$ cat config.mk
export PLATFORM = sky130hd
export DESIGN_NAME = pla_cube_eval_seq
export DESIGN_NICKNAME = d
export VERILOG_FILES = /design/src/rtl/pla_cube_eval_seq.sv
export SDC_FILE = /design/constraint.sdc
export NUM_CORES = 1
export LEC_CHECK = 0
export BUFFER_PORTS_ARGS = -buffer_cell sky130_fd_sc_hd__buf_4
export CELL_PAD_IN_SITES_DETAIL_PLACEMENT = 1
export CELL_PAD_IN_SITES_GLOBAL_PLACEMENT = 1
export CORE_ASPECT_RATIO = 1.1
export CORE_MARGIN = 4
export CORE_UTILIZATION = 51
export DETAILED_ROUTE_END_ITERATION = 7
export PLACE_DENSITY = 0.87
export SLEW_MARGIN = 20
export SYNTH_ARGS = -nofsm -noshare
export SYNTH_HDL_FRONTEND = slang
export SYNTH_SLANG_ARGS = --single-unit
$ cat constraint.sdc
create_clock -name clk -period 5.5 [get_ports clk]
set_input_delay 0.55 -clock clk [delete_from_list [all_inputs] [get_ports clk]]
set_output_delay 0.55 -clock clk [all_outputs]
set_load 0.03 [all_outputs]
$ cat src/rtl/pla_cube_eval_seq.sv
// Programmable PLA cube evaluator behind a valid/ready stream.
// DEPTH cubes over N_IN inputs feed an N_OUT output plane. Each accepted
// input vector is folded through every cube slot, LANES slots per cycle.
// The fold is OR (sum of products) or XOR (exclusive sum of products).
module pla_cube_eval_seq #(
    parameter int N_IN  = 8,
    parameter int N_OUT = 1,
    parameter int DEPTH = 16,
    parameter int LANES = 1
) (
    input  logic                     clk,
    input  logic                     rst,
    input  logic                     cfg_we,
    output logic                     cfg_ready,
    input  logic [$clog2(DEPTH)-1:0] cfg_addr,
    input  logic [N_IN-1:0]          cfg_care,
    input  logic [N_IN-1:0]          cfg_val,
    input  logic [N_OUT-1:0]         cfg_out,
    input  logic                     mode,
    input  logic                     in_valid,
    output logic                     in_ready,
    input  logic [N_IN-1:0]          in_x,
    output logic                     out_valid,
    input  logic                     out_ready,
    output logic [N_OUT-1:0]         out_y,
    output logic                     busy
);

    localparam int AW = $clog2(DEPTH);

    typedef enum logic [1:0] {
        IDLE,
        EVAL,
        DONE
    } state_t;

    state_t           state;
    logic [N_IN-1:0]  care_mem [DEPTH];
    logic [N_IN-1:0]  val_mem  [DEPTH];
    logic [N_OUT-1:0] out_mem  [DEPTH];

    logic [AW-1:0]    idx;
    logic [N_IN-1:0]  x_reg;
    logic             mode_reg;
    logic [N_OUT-1:0] acc;
    logic [N_OUT-1:0] grp;
    logic [N_OUT-1:0] acc_next;
    logic             last_group;

    // Cube storage: cleared on reset, written only while idle.
    always_ff @(posedge clk) begin
        if (rst) begin
            care_mem <= '{default: '0};
            val_mem  <= '{default: '0};
            out_mem  <= '{default: '0};
        end else if (cfg_we && state == IDLE) begin
            care_mem[cfg_addr] <= cfg_care;
            val_mem[cfg_addr]  <= cfg_val;
            out_mem[cfg_addr]  <= cfg_out;
        end
    end

    // Match the current group of LANES slots and fold them with the active operator.
    always_comb begin
        grp = '0;
        for (int unsigned l = 0; l < LANES; l++) begin
            if (((x_reg ^ val_mem[idx + AW'(l)]) & care_mem[idx + AW'(l)]) == '0) begin
                grp = mode_reg ? (grp ^ out_mem[idx + AW'(l)])
                               : (grp | out_mem[idx + AW'(l)]);
            end
        end
        acc_next   = mode_reg ? (acc ^ grp) : (acc | grp);
        last_group = (idx == AW'(DEPTH - LANES));
    end

    // Transaction FSM with all handshake and status outputs registered.
    always_ff @(posedge clk) begin
        if (rst) begin
            state     <= IDLE;
            idx       <= '0;
            acc       <= '0;
            x_reg     <= '0;
            mode_reg  <= 1'b0;
            out_valid <= 1'b0;
            out_y     <= '0;
            busy      <= 1'b0;
            in_ready  <= 1'b1;
            cfg_ready <= 1'b1;
        end else begin
            case (state)
                IDLE: begin
                    if (in_valid) begin
                        x_reg     <= in_x;
                        mode_reg  <= mode;
                        acc       <= '0;
                        idx       <= '0;
                        busy      <= 1'b1;
                        in_ready  <= 1'b0;
                        cfg_ready <= 1'b0;
                        state     <= EVAL;
                    end
                end
                EVAL: begin
                    acc <= acc_next;
                    // idx is always a multiple of LANES, so the add wraps exactly at DEPTH
                    idx <= idx + AW'(LANES);
                    if (last_group) begin
                        out_y     <= acc_next;
                        out_valid <= 1'b1;
                        state     <= DONE;
                    end
                end
                DONE: begin
                    if (out_ready) begin
                        out_valid <= 1'b0;
                        busy      <= 1'b0;
                        in_ready  <= 1'b1;
                        cfg_ready <= 1'b1;
                        state     <= IDLE;
                    end
                end
                default: state <= IDLE;
            endcase
        end
    end

endmodule

* After elaboration in Yosys (flattened, before gate mapping)
Index checks and enable logic that the tools add are counted.
Cells by class: $add $sub $neg 1, order comparisons 3, equality and inequality tests 6, multiplexer cells 33, bitwise logic cells 6, reduce and logical (&&, ||, !) cells 13
Operators by type and width (number):
- bitwise mux 128 bit | 2
- binary-select mux 8 bit (select 4 bit) | 2
- 2-to-1 mux 8 bit | 5
- demux 8 bit (select 4 bit) | 1
- bitwise mux 16 bit | 1
- >= comparator 5 bit, second input constant | 2
- 2-to-1 mux 1 bit | 10
- NOT 4 -> 5 bit | 2
- AND reduction 3 bit | 3
- bitwise AND 8 bit | 1
- logical NOT 8 bit | 1
- case mux 1 bit (2 select lines) | 4
- case mux 4 bit (2 select lines) | 1
- XOR 8 bit | 1
- 2-to-1 mux 2 bit | 3
- != test 2 bit, second input constant | 3
- case mux 2 bit (3 select lines) | 1
- AND reduction 2 bit | 3
- nonzero test 2 bit | 3
- less-than comparator 5 x 1 -> 1 bit, second input constant | 1
- adder 4 x 1 -> 4 bit, second input constant | 1
- binary-select mux 1 bit (select 4 bit) | 1
- demux 1 bit (select 4 bit) | 1
- equality test 4 bit, second input constant | 1
- 7 further kinds | 8
Word-level totals: register bits after elaboration 292, input port bits 35, logic and storage cells 119

* Logic depth before layout (Yosys ltp)
word-level depth 11, gate-level depth with buffers 17, gate-level depth less buffers 12

* Least setup slack after synthesis
No wires, ideal clock.
path type register to register, from register idx[0], to register out_y, setup time 0.130 ns, arrival time 2.765 ns, setup slack 2.605 ns, cell stages (with the launch flop) 14, path buffers 2, clock period less this slack 2.895 ns, path through dfxtp_1 > buf_6 > buf_6 > mux4_2 > and3_4 > a41oi_2 > o2111ai_1 > or4_1 > a22o_1 > ha_1 > nand2_1 > o21ai_0 > nor3_1 > nor3_1
On the way: longest elaborated chain between the ends 10, elaborated cells on any way between the ends 19, classes of those cells eq/ne: 1; mux: 11; bitwise: 5; reduce/logical: 2
RTL lines:
- start, declared | RTL line 42 | logic [AW-1:0] idx;
- start signal, assigned | RTL line 106 | idx <= idx + AW'(LANES);
- NOT 4 -> 5 bit (implied by the code) | RTL line 67, 68, 69
- binary-select mux 8 bit (select 4 bit) | RTL line 67 | if (((x_reg ^ val_mem[idx + AW'(l)]) & care_mem[idx + AW'(l)]) == '0) begin
- 2-to-1 mux 8 bit (implied by the code) (2 in series) | RTL line 67
- XOR 8 bit | RTL line 67
- bitwise AND 8 bit | RTL line 67
- logical NOT 8 bit | RTL line 67
- 2-to-1 mux 1 bit | RTL line 67
- OR 1 bit / XOR 1 bit (equally long branches) | RTL line 72 | acc_next = mode_reg ? (acc ^ grp) : (acc | grp);
- 2-to-1 mux 1 bit | RTL line 72
- end signal, assigned | RTL line 108 | out_y <= acc_next;
- end, declared | RTL line 25 | output logic [N_OUT-1:0] out_y,
Parallel ways exist; a longest one is shown, timed or not. The select of a mux whose other input is x is not followed. A chain may end at the register's enable or synchronous reset.

* Worst setup path in the final report
from register idx[2], to register out_y
Same word-level chain as after synthesis.

==> parameters.txt <==
Parameter                              Value

Status
  Status    finished clean

Synthesis
  Most instantiated flip-flop cell in the synthesis netlist    sky130_fd_sc_hd__dfxtp_1
  Synthesized instance count    1535
  Share of synthesized registers carrying an async set or reset    0%
  Synthesized area per cell    8.28 µm²
  Largest area contributor in the netlist    sky130_fd_sc_hd__dfxtp_1
  Synthesis warning total    0
  Post-synthesis sequential area ratio    46.0%
  Post-synth EDFFs    0
  Netlist Area Pre-Place    0.0127 mm²
  Total nets after synthesis    1572
  Synth area leaders    sky130_fd_sc_hd__dfxtp_1, sky130_fd_sc_hd__nand2_1, sky130_fd_sc_hd__a21oi_1
  Count of distinct cell types in the synthesized netlist    48
  Portion of synthesized cell area occupied by the leading cell type    46.0%
  Flops & latches, synth    292

Critical path
  Worst endpoint data arrival time    4.43 ns
  Worst Setup Start Kind    flip-flop
  Path depth of the worst reg2reg path    13
  Worst path required time    5.92 ns
  Critical-path maximum fanout    34
  Worst Setup EP    out_y
  Worst setup EP type    flip-flop
  Cell Chain, Critical Path    buf_4, mux2i_1, xor2_1, nand2_1, a41oi_2, o2111ai_1, or4_1, a22o_1, ha_1, nand2_1, o21ai_0, nor3_1, nor3_1
  Critical path's largest stage delay    0.95 ns
  Max stage delay cell, worst path    sky130_fd_sc_hd__dfxtp_2
  First element of the critical path    idx[2]
  Capture instance of the worst register-to-register path    out_y
  Cell family with the largest share of critical-path delay    flip-flops
  Setup slack of the worst register-to-register path    1.49 ns
  Number of stages on the worst setup path    13
  Critical path class    flip-flop to flip-flop
  RR Startpoint    idx[2]
  Buffers and inverters on the worst path    1

Timing
  Final sum of negative setup slack    0 ns
  Pins over their slew limit    0
  Relative slew slack    28.6%
  Final worst-path setup slack    1.49 ns
  Minimum hold slack    0.236 ns
  Fmax    249 MHz
  Setup repair after global routing missed its margin    false
  Final-report hold violation count    0
  Shortest clock period the worst path allows after layout    4.01 ns
  Final setup fails    0
  Clk_skew    0.0133 ns
  Final period utilization    72.9%
  Transition time at the pin with the least slew margin    1.07 ns

Pwr
  Lkg Pwr    4.51 nW
  Power per unit of standard cell area    322 mW/mm²
  Worst ir drop on vdd    0.000227 V
  Power after layout    4.50 mW

Clock network
  Clk pin slew, worst setup/hold paths    0.06 ns
  Number of H-tree branching levels    1
  Number of clock sinks seen by CTS    292
  Post-cts sizing count    0
  CTS Hold Buffers Added    0
  Num CTS Buffers    31
  Clk Latency, worst-skew pair    0.57 ns
  Number of buffers inserted to repair setup after CTS    0
  TritonCTS clock tree    yes
  Largest buffer count on any clock path    3
  Cell at the root of the clock tree    sky130_fd_sc_hd__clkbuf_16

Global route
  GRT Residual Overflow    0
  Number of antenna violations at the first check in global routing    1
  All-Layer GR Usage    30.1%
  First-pass GRT wire length    65100 µm
  Vias in the first global route    11900
  Largest net degree at the start of global routing    151

Routing
  Number of vias in the routed layout    11300
  Ratio of routed vias to standard cells    6.20
  DR DRC count    0
  Initial DRT Pass Iterations    5
  Final ANT Viol Nets    0
  DRT iter0 DRCs    984
  Post-detailed-routing wire length    41800 µm
  Routed wirelength normalized by instance count    23.0 µm

Final layout
  End-of-flow core utilization    57.2%
  Area growth from synthesis to final layout    10.0%
  Post-Layout Inst Area    0.0140 mm²
  Final net count    1522
  Fraction of layout instances using a drive strength above 1    11.5%
  Fin cells    1819
  Leading registers by flop count    care_mem (128), val_mem (128), out_mem (16)
  Final-layout fill cell count    2874

Placed design
  Pre-CTS setup slack    1.69 ns
  Detailed Place HPWL    25400 µm
  Weighted congestion reported at the end of routability-driven placement    0.834
  Post-place instance area    0.0130 mm²
  Port Buffer Count    39
  Inst Count DP    1762

Job
  MaxCap Viol Count    0

Floorplan
  Die Y    174 µm
  I/O pin count    40
  Initial core utilization    52.0%
  Die area    0.0275 mm²
  Total core area    0.0245 mm²
  Chip Width    159 µm
  Cell Rows    60

Worst hold path
  Worst min-delay path class    primary input to flip-flop
-- Yosys cell counts (3+ instances only) --
master,count
sky130_fd_sc_hd__nand2b_1,6
sky130_fd_sc_hd__a22oi_1,3
sky130_fd_sc_hd__nor2b_1,8
sky130_fd_sc_hd__mux4_2,54
sky130_fd_sc_hd__mux4_1,5
sky130_fd_sc_hd__nand3b_1,6
sky130_fd_sc_hd__dfxtp_1,292
sky130_fd_sc_hd__clkbuf_1,108
sky130_fd_sc_hd__o311ai_0,5
sky130_fd_sc_hd__buf_4,5
sky130_fd_sc_hd__and2_1,4
sky130_fd_sc_hd__nor2_1,49
sky130_fd_sc_hd__nand4_1,3
sky130_fd_sc_hd__xor2_1,12
sky130_fd_sc_hd__nor3_1,7
sky130_fd_sc_hd__buf_6,3
sky130_fd_sc_hd__mux2_2,4
sky130_fd_sc_hd__xnor2_1,6
sky130_fd_sc_hd__mux2i_1,40
sky130_fd_sc_hd__o2111ai_1,4
sky130_fd_sc_hd__nand3_1,13
sky130_fd_sc_hd__nand2_1,557
sky130_fd_sc_hd__inv_1,8
sky130_fd_sc_hd__o211ai_1,3
sky130_fd_sc_hd__buf_2,19
sky130_fd_sc_hd__a21oi_1,274
sky130_fd_sc_hd__o21ai_0,9
-- layout make-up --
class / instances / area [µm²] / share of cell area (%)
well taps: 310 / 388 / 2.77
diodes: 1 / 2.50 / 0.0179
multi-input cells: 1097 / 6300 / 45.0
clock inverters: 12 / 118 / 0.841
repair buffers: 54 / 412 / 2.94
clock buffers: 44 / 885 / 6.32
flip-flops and latches: 292 / 5850 / 41.8
inverters: 9 / 33.8 / 0.241
-- kinds of logic after synthesis --
group,share of synthesized area (%)
AND/OR/NAND/NOR,20.6
XOR/XNOR,1.24
flip-flops,46.0
adder cells (fa/ha/maj),0.197
AO/OA/AOI/OAI,13.0
multiplexers,14.1
buffers and inverters,4.82
-- per-layer routing --
metal	track usage, %	part of all wire [%]	up-vias	wire [µm]
met5	0	0	-	0
met4	12.7	4.2	0	1750
met3	4.42	6.6	125	2760
met2	51.8	50	428	21000
met1	37.3	39	5684	16300
li1	-	-	5045	-
-- tightest hold or removal path, stage by stage --
cell and delay (ns):
sky130_fd_sc_hd__buf_4 0.11, sky130_fd_sc_hd__nand2_1 0.05, sky130_fd_sc_hd__a21oi_1 0.05
-- worst min-delay path by stage --
stage | slack, ns | cells past startpoint | endpoint | start
after floorplan | 0.43 | 2 | care_mem[113] | care_mem[113]
after global placement | 0.44 | 2 | val_mem[114] | val_mem[114]
after detailed placement | 0.45 | 2 | val_mem[15] | val_mem[15]
after CTS | 0.22 | 3 | x_reg[3] | in_x[3]
after global routing | 0.23 | 3 | x_reg[3] | in_x[3]
final | 0.24 | 3 | x_reg[7] | in_x[7]
-- placed cells by master (no fill, tap or decap), drive strengths merged, types with 6 or more instances in the layout --
cell    instances
a21oi         274
buf            53
clkbuf         45
clkinv          8
dfxtp         292
inv            11
mux2i          40
mux4           59
nand2         557
nand2b          6
nand3          13
nand3b          6
nor2           49
nor2b           8
nor3            8
o21ai           9
xnor2           6
xor2           12
-- where the power goes --
part | switching [mW] | internal, mW
Combinational | 0.163 | 0.0769
Clock | 0.871 | 1.21
Sequential | 0.0410 | 2.14
Total | 1.07 | 3.43
(Power assumes the default switching activity.)
